**src/rtl/multicycle_ctrlr.sv**
```systemverilog
// Multi-cycle CPU controller: sequences fetch/decode/execute over a shared memory
// port with a ready handshake, a wait-cycle timeout, and a retired-instruction counter.
module multicycle_ctrlr #(
   parameter int TIMEOUT = 16,
   parameter int CNT_W   = 16
) (
   input  logic             clk,
   input  logic             rst,
   input  logic [3:0]       opcode,
   input  logic [7:0]       func,
   input  logic             zero,
   input  logic             mem_ready,
   output logic             mem_req,
   output logic             mem_we,
   output logic             iord,
   output logic             ir_we,
   output logic             pc_we,
   output logic [1:0]       pcsel,
   output logic [1:0]       alusel,
   output logic [2:0]       aluop,
   output logic             datasel,
   output logic             reg_we,
   output logic             changewnd,
   output logic             instr_done,
   output logic             err,
   output logic [CNT_W-1:0] instr_count,
   output logic [3:0]       dbg_state
);

   // Memory handshake: mem_req (with iord/mem_we) is held until the cycle mem_ready
   // is seen high; that cycle completes the request and its side effects fire.
   typedef enum logic [3:0] {
      S_IDLE, S_FETCH, S_DECODE, S_MEM_RD, S_MEM_WR,
      S_JUMP, S_BRZ, S_EXEC_I, S_EXEC_R, S_WND, S_ERR
   } state_t;

   state_t           r_state;
   state_t           w_next;
   logic [7:0]       r_wait;
   logic [CNT_W-1:0] r_instr_count;
   logic             w_mem_state;
   logic             w_timeout;

   assign w_mem_state = (r_state == S_FETCH) || (r_state == S_MEM_RD) || (r_state == S_MEM_WR);
   // The cycle whose miss would bring the count to TIMEOUT is the last one allowed.
   assign w_timeout   = w_mem_state && !mem_ready && (({1'b0, r_wait} + 9'd1) >= 9'(TIMEOUT));

   assign instr_count = r_instr_count;
   assign dbg_state   = r_state;

   always_ff @(posedge clk or posedge rst) begin
      if (rst) begin
         r_state       <= S_IDLE;
         r_wait        <= 8'd0;
         r_instr_count <= '0;
      end else begin
         r_state <= w_next;
         if (w_next != r_state)
            r_wait <= 8'd0;
         else if (w_mem_state && !mem_ready)
            r_wait <= r_wait + 8'd1;
         if (instr_done)
            r_instr_count <= r_instr_count + 1'b1;
      end
   end

   always_comb begin
      w_next     = r_state;
      mem_req    = 1'b0;
      mem_we     = 1'b0;
      iord       = 1'b0;
      ir_we      = 1'b0;
      pc_we      = 1'b0;
      pcsel      = 2'd0;
      alusel     = 2'd0;
      aluop      = 3'd0;
      datasel    = 1'b0;
      reg_we     = 1'b0;
      changewnd  = 1'b0;
      instr_done = 1'b0;
      err        = 1'b0;

      case (r_state)
         S_IDLE: w_next = S_FETCH;

         S_FETCH: begin
            mem_req = 1'b1;
            if (mem_ready) begin
               ir_we  = 1'b1;
               pc_we  = 1'b1;
               w_next = S_DECODE;
            end else if (w_timeout) begin
               w_next = S_ERR;
            end
         end

         S_DECODE: begin
            case (opcode)
               4'b0000: w_next = S_MEM_RD;
               4'b0001: w_next = S_MEM_WR;
               4'b0010: w_next = S_JUMP;
               4'b0100: w_next = S_BRZ;
               4'b1100, 4'b1101, 4'b1110, 4'b1111: w_next = S_EXEC_I;
               4'b1000: w_next = func[7] ? S_WND : S_EXEC_R;
               default: begin
                  instr_done = 1'b1;
                  w_next     = S_FETCH;
               end
            endcase
         end

         S_MEM_RD: begin
            mem_req = 1'b1;
            iord    = 1'b1;
            if (mem_ready) begin
               datasel    = 1'b1;
               reg_we     = 1'b1;
               instr_done = 1'b1;
               w_next     = S_FETCH;
            end else if (w_timeout) begin
               w_next = S_ERR;
            end
         end

         S_MEM_WR: begin
            mem_req = 1'b1;
            mem_we  = 1'b1;
            iord    = 1'b1;
            if (mem_ready) begin
               instr_done = 1'b1;
               w_next     = S_FETCH;
            end else if (w_timeout) begin
               w_next = S_ERR;
            end
         end

         S_JUMP: begin
            pc_we      = 1'b1;
            pcsel      = 2'd2;
            instr_done = 1'b1;
            w_next     = S_FETCH;
         end

         S_BRZ: begin
            aluop      = 3'd4;
            pc_we      = zero;
            pcsel      = zero ? 2'd1 : 2'd0;
            instr_done = 1'b1;
            w_next     = S_FETCH;
         end

         S_EXEC_I: begin
            reg_we     = 1'b1;
            alusel     = 2'd2;
            instr_done = 1'b1;
            w_next     = S_FETCH;
            case (opcode[1:0])
               2'b00:   aluop = 3'd3;
               2'b01:   aluop = 3'd5;
               2'b10:   aluop = 3'd0;
               default: aluop = 3'd1;
            endcase
         end

         S_EXEC_R: begin
            instr_done = 1'b1;
            w_next     = S_FETCH;
            case (func)
               8'd1: begin
                  alusel = 2'd1;
                  aluop  = 3'd3;
                  reg_we = 1'b1;
               end
               8'd2: begin
                  aluop  = 3'd3;
                  reg_we = 1'b1;
               end
               8'd4: begin
                  aluop  = 3'd4;
                  reg_we = 1'b1;
               end
               8'd8: begin
                  aluop  = 3'd0;
                  reg_we = 1'b1;
               end
               8'd16: begin
                  aluop  = 3'd1;
                  reg_we = 1'b1;
               end
               8'd32: begin
                  aluop  = 3'd2;
                  reg_we = 1'b1;
               end
               default: reg_we = 1'b0;
            endcase
         end

         S_WND: begin
            changewnd  = 1'b1;
            instr_done = 1'b1;
            w_next     = S_FETCH;
         end

         S_ERR: err = 1'b1;

         default: w_next = S_IDLE;
      endcase
   end

endmodule

```
**config.mk**
```make
export PLATFORM = sky130hd
export DESIGN_NAME = multicycle_ctrlr
export DESIGN_NICKNAME = d
export VERILOG_FILES = /design/src/rtl/multicycle_ctrlr.sv
export SDC_FILE = /design/constraint.sdc
export NUM_CORES = 1
export LEC_CHECK = 0
export CAP_MARGIN = 40
export CORE_AREA = 2 2 80 82
export CTS_CLUSTER_SIZE = 12
export DETAILED_ROUTE_END_ITERATION = 10
export DIE_AREA = 0 0 82 84
export DONT_BUFFER_PORTS = 1
export SLEW_MARGIN = 20
export SYNTH_ARGS = -nofsm -noshare
export SYNTH_HDL_FRONTEND = slang
export SYNTH_SLANG_ARGS = --single-unit
```
**constraint.sdc**
```tcl
create_clock -name clk -period 2.2 [get_ports clk]
set_clock_uncertainty 0.15 [all_clocks]
set_input_delay 0.55 -clock clk [delete_from_list [all_inputs] [get_ports clk]]
set_output_delay 0.55 -clock clk [all_outputs]
set_load 0.03 [all_outputs]
```
# Word-level counts from Yosys, hierarchy flattened

Cells that the tools add are included.
Widths: inputs -> output; s select.

Order comparisons: 1
Reduce and logical (&&, ||, !) cells: 17
$add $sub $neg: 3
Multiplexer cells: 28
Equal/unequal tests: 27

Operators with widths:

| kind                  | number |
|---|---|
| $eq 4x4->1 const B    | 8 |
| $pmux 4 s6            | 1 |
| $eq 4x3->1 const B    | 5 |
| $pmux 4 s5            | 1 |
| $pmux 3 s3            | 2 |
| $add 16x1->16 const B | 1 |
| $mux 8                | 2 |
| $mux 1                | 13 |
| $eq 4x2->1 const B    | 3 |
| $mux 4                | 3 |
| $pmux 3 s4            | 1 |
| $reduce_or 6->1       | 2 |
| $add 8x1->9 const B   | 1 |
| $ge 9x5->1 const B    | 1 |
| $pmux 1 s3            | 3 |
| $reduce_or 9->1       | 1 |
| $add 8x1->8 const B   | 1 |
| $eq 4x1->1 const B    | 2 |
| $eq 8x1->1 const B    | 1 |
| $eq 8x2->1 const B    | 1 |
| $eq 8x3->1 const B    | 1 |
| $eq 8x4->1 const B    | 1 |
| $eq 8x5->1 const B    | 1 |
| $eq 8x6->1 const B    | 1 |
| other kinds (14)      | 19 |

Register bits: 28
Word-level logic and storage cells: 79
Input port bits: 16

# Depth between registers and ports, before layout

Depth after elaboration: 10
Depth in mapped cells: 9
Depth with buffers taken out: 7

# Worst setup path after synthesis

OpenSTA, ideal clock, no wires.

Path type: register to output
Start: register r_state[0], in the netlist dbg_state[0]
End: output reg_we
Data required time: 1500 ps
Arrival time: 2551 ps
Setup slack: -1051 ps
Buffers on the path: 1
Stages on the path, launching flop included: 8
Path through: dfrtp_1 > clkbuf_1 > nor2b_1 > a22oi_1 > nor2_1 > nor2b_1 > a211oi_1 > nand2_1

Cells in the longest elaborated chain, start to end: 2

Ends and longest elaborated chain:

| element                            | RTL line | source |
|---|---|---|
| start: declaration                 | 37       | `state_t r_state;` |
| start signal: assignment           | 57       | `r_state <= w_next;` |
| $eq 4x4->1 (tied with other cells) | 83       | `case (r_state)` |
| $pmux 1 s3 (*)                     | 83       |  |
| end: declaration                   | 22       | `output logic reg_we,` |

Every way passes the cells marked *; elsewhere a longest branch is shown, timed or not.

# Worst setup path after layout

Start: register r_state[2], in the netlist dbg_state[2]
End: output alusel[0]

Cells in the longest elaborated chain, start to end: 2

Ends and longest elaborated chain:

| element                                         | RTL line | source |
|---|---|---|
| $eq 4x4->1 / $eq 4x3->1 (equally long branches) | 83       |  |
| $pmux 2 s2 (*)                                  | 83       |  |
| end: declaration                                | 19       | `output logic [1:0] alusel,` |

Marked as above.

==> impl.org <==
** Yosys
- Count of unique library cells instantiated by Yosys :: 47
- Share of synthesized area occupied by flip-flops and latches :: 37.3%
- Post-Syn Area :: 1880 µm²
- Synthesized flop and latch total :: 28
- In the synthesized netlist the dominant register cell turns out to be dfrtp_1.
- Per-instance average area after synthesis :: 8.61 µm²
- Share of flip-flops with an asynchronous set or reset after synthesis :: 100%
- Synthesized instance count :: 218
- Counting flops with a built-in enable in the synthesized netlist gives 0.
- Warnings from Yosys :: 0
- Syn Nets :: 237

** Worst setup path
- Endpoint arrival time on the critical path :: 1.65 ns
- The cell family contributing the most delay on the critical path is simple AND/OR/NAND/NOR gates.
- Among all stages on the critical path, the largest delay is contributed by dfrtp_2.
- The signal on the critical path passes through nand2b_4, nor3_4, nand2_2, nor3_4, and4b_2.
- Counting both buffers and inverters, the worst setup path holds a total of 0.
- Most used cell, CP :: nor3_4
- At the worst endpoint, the required time is 1.50 ns.
- The setup path with the least slack is of type flip-flop to output port.
- CP startpoint kind :: flip-flop
- STA classifies the critical path endpoint as an output port.
- Peak fanout along the critical path :: 7
- Delay contributed by the slowest stage of the critical path :: 0.46 ns

** Cells and area
- Final antenna diode count :: 0
- Net count reported at finish :: 289
- Fraction of layout instances using a drive strength above 1 :: 40.1%
- Total of fill cells in the finished design :: 552
- Summed area of non-filler cells in the final layout :: 2710 µm²
- Relative area change from synthesis to final layout :: 44.4%

** Run status
- The run finished, with violations left.
- The checks that failed: setup timing.

** Global routing
- Global routing consumed, over all layers together, 13.5% of the routing resources.
- Met1 demand-to-capacity share in global routing :: 17.6%
- For this run, global-route usage on met3 was measured as 2.49%.
- Number of antenna violations at the first check in global routing :: 0
- Global routing used 22.1% of the available met2 tracks.
- Busiest grt layer :: met2
- Total grt overflow :: 0
- The via count of the first global-routing pass came to 1686.
- Entering global routing, the biggest net connects 18 pins.
- The first global-routing pass estimated 7660 µm of wire.

** STA
- At the pin with the least slew margin, the transition time is 0.606 ns.
- Worst slew margin relative to its limit :: 59.6%
- Setup violations remaining at the end of the flow were counted as 18.
- Final Max Slew Viols :: 0
- Highest attainable clock frequency :: 0.426 GHz
- Ratio of final minimum period to clock period :: 107%
- Setup repair after global routing could not meet its margin everywhere.
- Across all hold checks on the routed design, the worst slack comes to 0.0628 ns.
- Min setup slack post-route :: -0.147 ns
- Final hold viol count :: 0
- Time the worst path needs with I/O delays and setup :: 2.35 ns

** Routing
- Final routed wire length divided by cell count :: 14.7 µm
- Wirelength, routed :: 5080 µm
- Dividing the detail-routed via count by the number of cells gives 5.30.
- The detail route stage leaves a number of antenna-violating nets equal to 0.
- For this run, design rule violations remaining after detail routing come to 0.
- Initial DRC count :: 140
- Total number of vias :: 1834
- The pre-antenna-repair detailed-routing pass consisted of 5 iterations.

** Power
- In this run the static leakage power is 0.00118 µW.
- In this run the power density over the cells is 1090 nW/µm².
- Worst VDD drop :: 0.517 mV

** Place
- Placed inst area :: 2320 µm²
- Count of input and output buffers :: 0
- The congestion estimate from routability-driven global placement came to 0.891.
- HPWL Detailed :: 3470 µm

** Clock tree
- Hold repair after CTS inserted 0 buffers.
- After clock tree synthesis, the clock-pin slew on the worst setup and hold paths is 0.10 ns.
- Clock sinks :: 28
- Longest Clk Path Bufs :: 2
- The later pin in the worst-skew pair is clocked with a latency of 0.28 ns.
- CTS built an H-tree with a depth of 1.
- CTS root buf :: clkbuf_8
- TritonCTS built the clock tree.
- TritonCTS created 3 clock buffers.

** Floorplan
- Full die area :: 6890 µm²
- The initial utilization of the core area, before any placement, comes to 30.8%.
- Io pins :: 53
- The die is 84 µm tall.
- After floorplanning, the core was divided into 29 placement rows.
- The die is 82 µm wide.
- After floorplanning, the core was sized to cover 6100 µm².

** Hold path
- The tightest min-delay check is of the input pin to async pin type.

** Job
- Max-cap violations in this run came to 0.
sequential cells by signal, indices dropped and copies added (netlist names):
register	count
dbg_state	4
instr_count	16
r_wait	8
timing repair:
action	4_1_cts	5_1_grt
setup endpoints to repair	11	21
resized for setup	18	19
gates cloned	0	1
pin swaps	16	9
setup buffers	10	7
metrics by stage:
stage / instances / utilization, % / TNS [ns] / setup slack [ns] / total power, µW
floorplan: 218 / - / -0.332 / -0.267 / 1710
global placement: 324 / 38.0 / 0 / 0.0418 / 2130
detailed placement: 324 / 38.0 / 0 / 0.0246 / 2140
CTS: 338 / 41.6 / -1.26 / -0.210 / 2690
global route: 346 / 44.5 / -3.14 / -0.234 / 3110
finish: 346 / 44.5 / -1.28 / -0.147 / 2970
cells in the mapped netlist, types with 2 or more instances:
| master | count | area [µm²] |
|---|---|---|
| nand2_2 | 2 | 12.5 |
| nor2_1 | 23 | 86.3 |
| clkbuf_1 | 9 | 33.8 |
| a22oi_1 | 2 | 15.0 |
| xnor2_1 | 16 | 140 |
| nor2b_1 | 3 | 18.8 |
| inv_1 | 8 | 30.0 |
| nand2_1 | 18 | 67.6 |
| o21ai_0 | 11 | 55.1 |
| mux2i_1 | 2 | 20.0 |
| a31oi_1 | 2 | 12.5 |
| ha_1 | 3 | 37.5 |
| o2bb2ai_1 | 2 | 17.5 |
| a21oi_1 | 8 | 40.0 |
| and2_1 | 3 | 18.8 |
| xor2_1 | 8 | 70.1 |
| nor4b_1 | 3 | 26.3 |
| nor3_1 | 8 | 40.0 |
| dfrtp_1 | 28 | 701 |
| buf_2 | 3 | 15.0 |
| nand3_1 | 9 | 45.0 |
| nand2b_1 | 2 | 12.5 |
| nor3b_1 | 3 | 22.5 |
| a31o_2 | 3 | 26.3 |
| a211oi_1 | 4 | 30.0 |
| and3_1 | 7 | 43.8 |
| and4_1 | 2 | 17.5 |
| nand4_1 | 7 | 43.8 |
metal layers:
metal	wire, µm	part of all wire (%)
met1	2230	44
met4	65	1.3
met3	289	5.7
met5	0	0
met2	2500	49
worst register-to-register path, stage by stage, from the launching register on:
cell      delay [ns]
dfrtp_2         0.44
buf_4           0.13
buf_6           0.08
or4b_4          0.51
a21oi_4         0.23
nand2_2         0.08
a221oi_2        0.26
nand2_2         0.17
nor2_1          0.12
power breakdown:
part	total [µW]	switching, µW	internal (µW)	leakage [µW]
Clock	410	166	244	0.0000357
Combinational	1800	948	854	0.000777
Sequential	754	152	602	0.000372
path summary, 6_finish.rpt:
check	from	end	slack [ns]	depth (start not counted)
worst max register to register	dbg_state[2]$_DFF_PP0_	r_wait[2]$_DFFE_PP0P_	-0.04	8
min in group clk	mem_ready	dbg_state[0]$_DFF_PP0_	0.20	1
worst max-delay path	dbg_state[2]$_DFF_PP0_	alusel[0]	-0.15	5
max in group asynchronous	rst	instr_count[13]$_DFFE_PP0P_	1.23	2
worst min register to register	r_wait[7]$_DFFE_PP0P_	r_wait[7]$_DFFE_PP0P_	0.44	2
worst min-delay path	rst	instr_count[2]$_DFFE_PP0P_	0.06	1
cells by family (layout without fill, tap and decap cells):
group / Yosys count / after routing / synth area share, %
AOI/OAI and AO/OA: 43 / 43 / 16.3
xor gates and xnor gates: 24 / 24 / 11.2
adders and majority gates: 3 / 3 / 2.00
buffers and inverters: 20 / 71 / 4.20
DFF: 28 / 28 / 37.3
muxes: 3 / 3 / 1.67
and+or+nand+nor: 97 / 97 / 27.4
layout by cell type (no fill, tap or decap), types with 2 or more instances in the layout:
cell / instances
a211oi_1: 3
a21oi_1: 6
a21oi_2: 2
a31o_4: 2
a31oi_1: 2
and2_1: 3
and3_1: 6
and4_1: 2
buf_12: 2
buf_4: 51
buf_6: 5
clkbuf_8: 3
dfrtp_1: 24
dfrtp_2: 4
ha_1: 3
inv_1: 6
mux2i_1: 2
nand2_1: 13
nand2_2: 5
nand2_4: 2
nand2b_4: 2
nand3_1: 9
nand4_1: 7
nor2_1: 19
nor2_2: 2
nor2_4: 2
nor2b_4: 2
nor3_1: 3
nor3_4: 5
nor3b_1: 3
nor4b_1: 3
o21ai_0: 10
xnor2_1: 16
xor2_1: 8
layout make-up:
type / instances / area, µm² / area share (%)
multi-input cells: 170 / 1300 / 47.9
flip-flops and latches: 28 / 706 / 26.0
repair buffers: 59 / 504 / 18.6
well taps: 77 / 96.3 / 3.55
clock buffers: 3 / 41.3 / 1.52
inverters: 8 / 36.3 / 1.34
clock inverters: 1 / 30.0 / 1.11
No activity file was read; power rests on OpenSTA's default activity.
==> RTL edit, RTL diff (same settings) <==
Reset style: synchronous (`rst`), changed in one clocked block.
--- a/src/rtl/multicycle_ctrlr.sv
+++ b/src/rtl/multicycle_ctrlr.sv
@@ -48,7 +48,7 @@
    assign instr_count = r_instr_count;
    assign dbg_state   = r_state;
 
-   always_ff @(posedge clk or posedge rst) begin
+   always_ff @(posedge clk) begin
       if (rst) begin
          r_state       <= S_IDLE;
          r_wait        <= 8'd0;
Behaviour: differs if rst is asserted again (counterexample within 4 cycles, from zero or initial values and one cycle with rst high); with rst held inactive, the same outputs for 10 cycles.
==> RTL edit against the unedited design <==
- count of clock-buffer cells in the layout is 1 higher
- cell count is 13% higher
- area after synthesis is 3.4% higher
- worst setup slack worse by 0.40 ns
- synthesized cell count is 17% higher
- the flow still finishes with violations (setup timing)
- highest routed layer unchanged
- critical path depth stayed put
- fmax is 15% lower
- global-route usage is 2.9 points higher
- largest cell class unchanged
- sequential share of layout area is 7.6 points lower
- sequential cell count stayed put
- critical path type unchanged
- wire length is 20% higher
- critical endpoint is now reg_we
- via count is 19% higher
- cell area is 15% higher
Power is not compared: it rests on default switching activity, and its combinational part moved more than twofold at a synthesized area within 25%.
==> RTL edit: results (changes against the unedited design) <==
* Post-CTS setup buffers at 5 (was 10)
* DR pass1 iterations at 4 (was 5)
* Metal-1 WL at 2590 µm (was 2230 µm)
* Failing checks: setup timing (unchanged)
* Vias in the first global route at 1995 (was 1686)
* RD Place Congestion at 0.787 (was 0.891)
* Largest net degree at the start of global routing at 23 (was 18)
* Post-synth ARST share at 0% (was 100%)
* Met1 usage at 21.8% (was 17.6%)
* Synth top cells by count: dfxtp_1, o21ai_0, a21oi_1 (was dfrtp_1, nor2_1, nand2_1)
* Multi-input combinational area share at 52.9% (was 47.9%)
* Number of fill cells at 583 (was 552)
* Routed WL per cell at 15.6 µm (was 14.7 µm)
* Vias/cell at 5.61 (was 5.30)
* Final nets at 333 (was 289)
* Final setup viols at 26 (was 18)
* Crit path largest cell delay at 0.42 ns (was 0.46 ns)
* Seq/Total Area, Yosys at 28.9% (was 37.3%)
* CP arrival at 2.05 ns (was 1.65 ns)
* CP max stage cell: or4_4 (was dfrtp_2)
* PnR worst setup slack at -0.548 ns (was -0.147 ns)
* Post-synthesis xor/xnor area fraction at 4.51% (was 11.2%)
* Status: finished with violations (unchanged)
* Clock network share of area at 1.76% (was 2.63%)
* Worst hold path class: in -> reg (was in -> async)
* Multiplexer share of the synthesized area at 1.03% (was 1.67%)
* Routed wl met3 at 379 µm (was 289 µm)
* Compound-Gate Fraction of Synth Area at 25.5% (was 16.3%)
* M2 GR Usage at 27.3% (was 22.1%)
* FF+latch count, synth at 28 (unchanged)
* DRT iter0 DRCs at 188 (was 140)
* Top post-synthesis cells by area: dfxtp_1, o21ai_0, a21oi_1, or3_1, a211oi_1 (was dfrtp_1, xnor2_1, nor2_1, xor2_1, nand2_1)
* # clk buffers at 4 (was 3)
* Post-DP HPWL at 4030 µm (was 3470 µm)
* Comb_multi_in at 203 (was 170)
* Cell variety after synth at 51 (was 47)
* Gr usage total at 16.5% (was 13.5%)
* Fraction of area in registers at 18.4% (was 26.0%)
* Synth Area in Adders at 1.93% (was 2.00%)
* Signal buf overhead at 22.5% (was 18.6%)
* Met3 GRT Util at 2.81% (was 2.49%)
* Synth Net Count at 275 (was 237)
* Share of layout cells above drive strength 1 at 45.7% (was 40.1%)
* Count of plain and timing-repair buffers at 70 (was 59)
* Slew Limit Headroom at 66.1% (was 59.6%)
* First-pass GRT wire length at 9070 µm (was 7660 µm)
-- RTL edit: metrics by stage --
stage / cells / worst slack, ns / instance area [µm²] / TNS (ns) / hold slack (ns)
2_1_floorplan: 256 / -0.523 / 2160 / -4.76 / 0.379
3_3_place_gp: 372 / -0.363 / 2530 / -2.81 / 0.405
3_5_place_dp: 372 / -0.371 / 2530 / -2.81 / 0.402
4_1_cts: 383 / -0.571 / 2880 / -5.31 / 0.178
5_1_grt: 390 / -0.607 / 3130 / -9.44 / 0.160
6_report: 390 / -0.548 / 3130 / -7.24 / 0.185
-- RTL edit: worst paths after layout --
path,from,endpoint,slack (ns),cells past startpoint
worst max-delay path,dbg_state[0],reg_we,-0.55,5
worst min register to register,r_wait[7],r_wait[7],0.44,2
worst min-delay path,rst,instr_count[11],0.19,1
worst max register to register,dbg_state[0],r_wait[6],-0.43,8
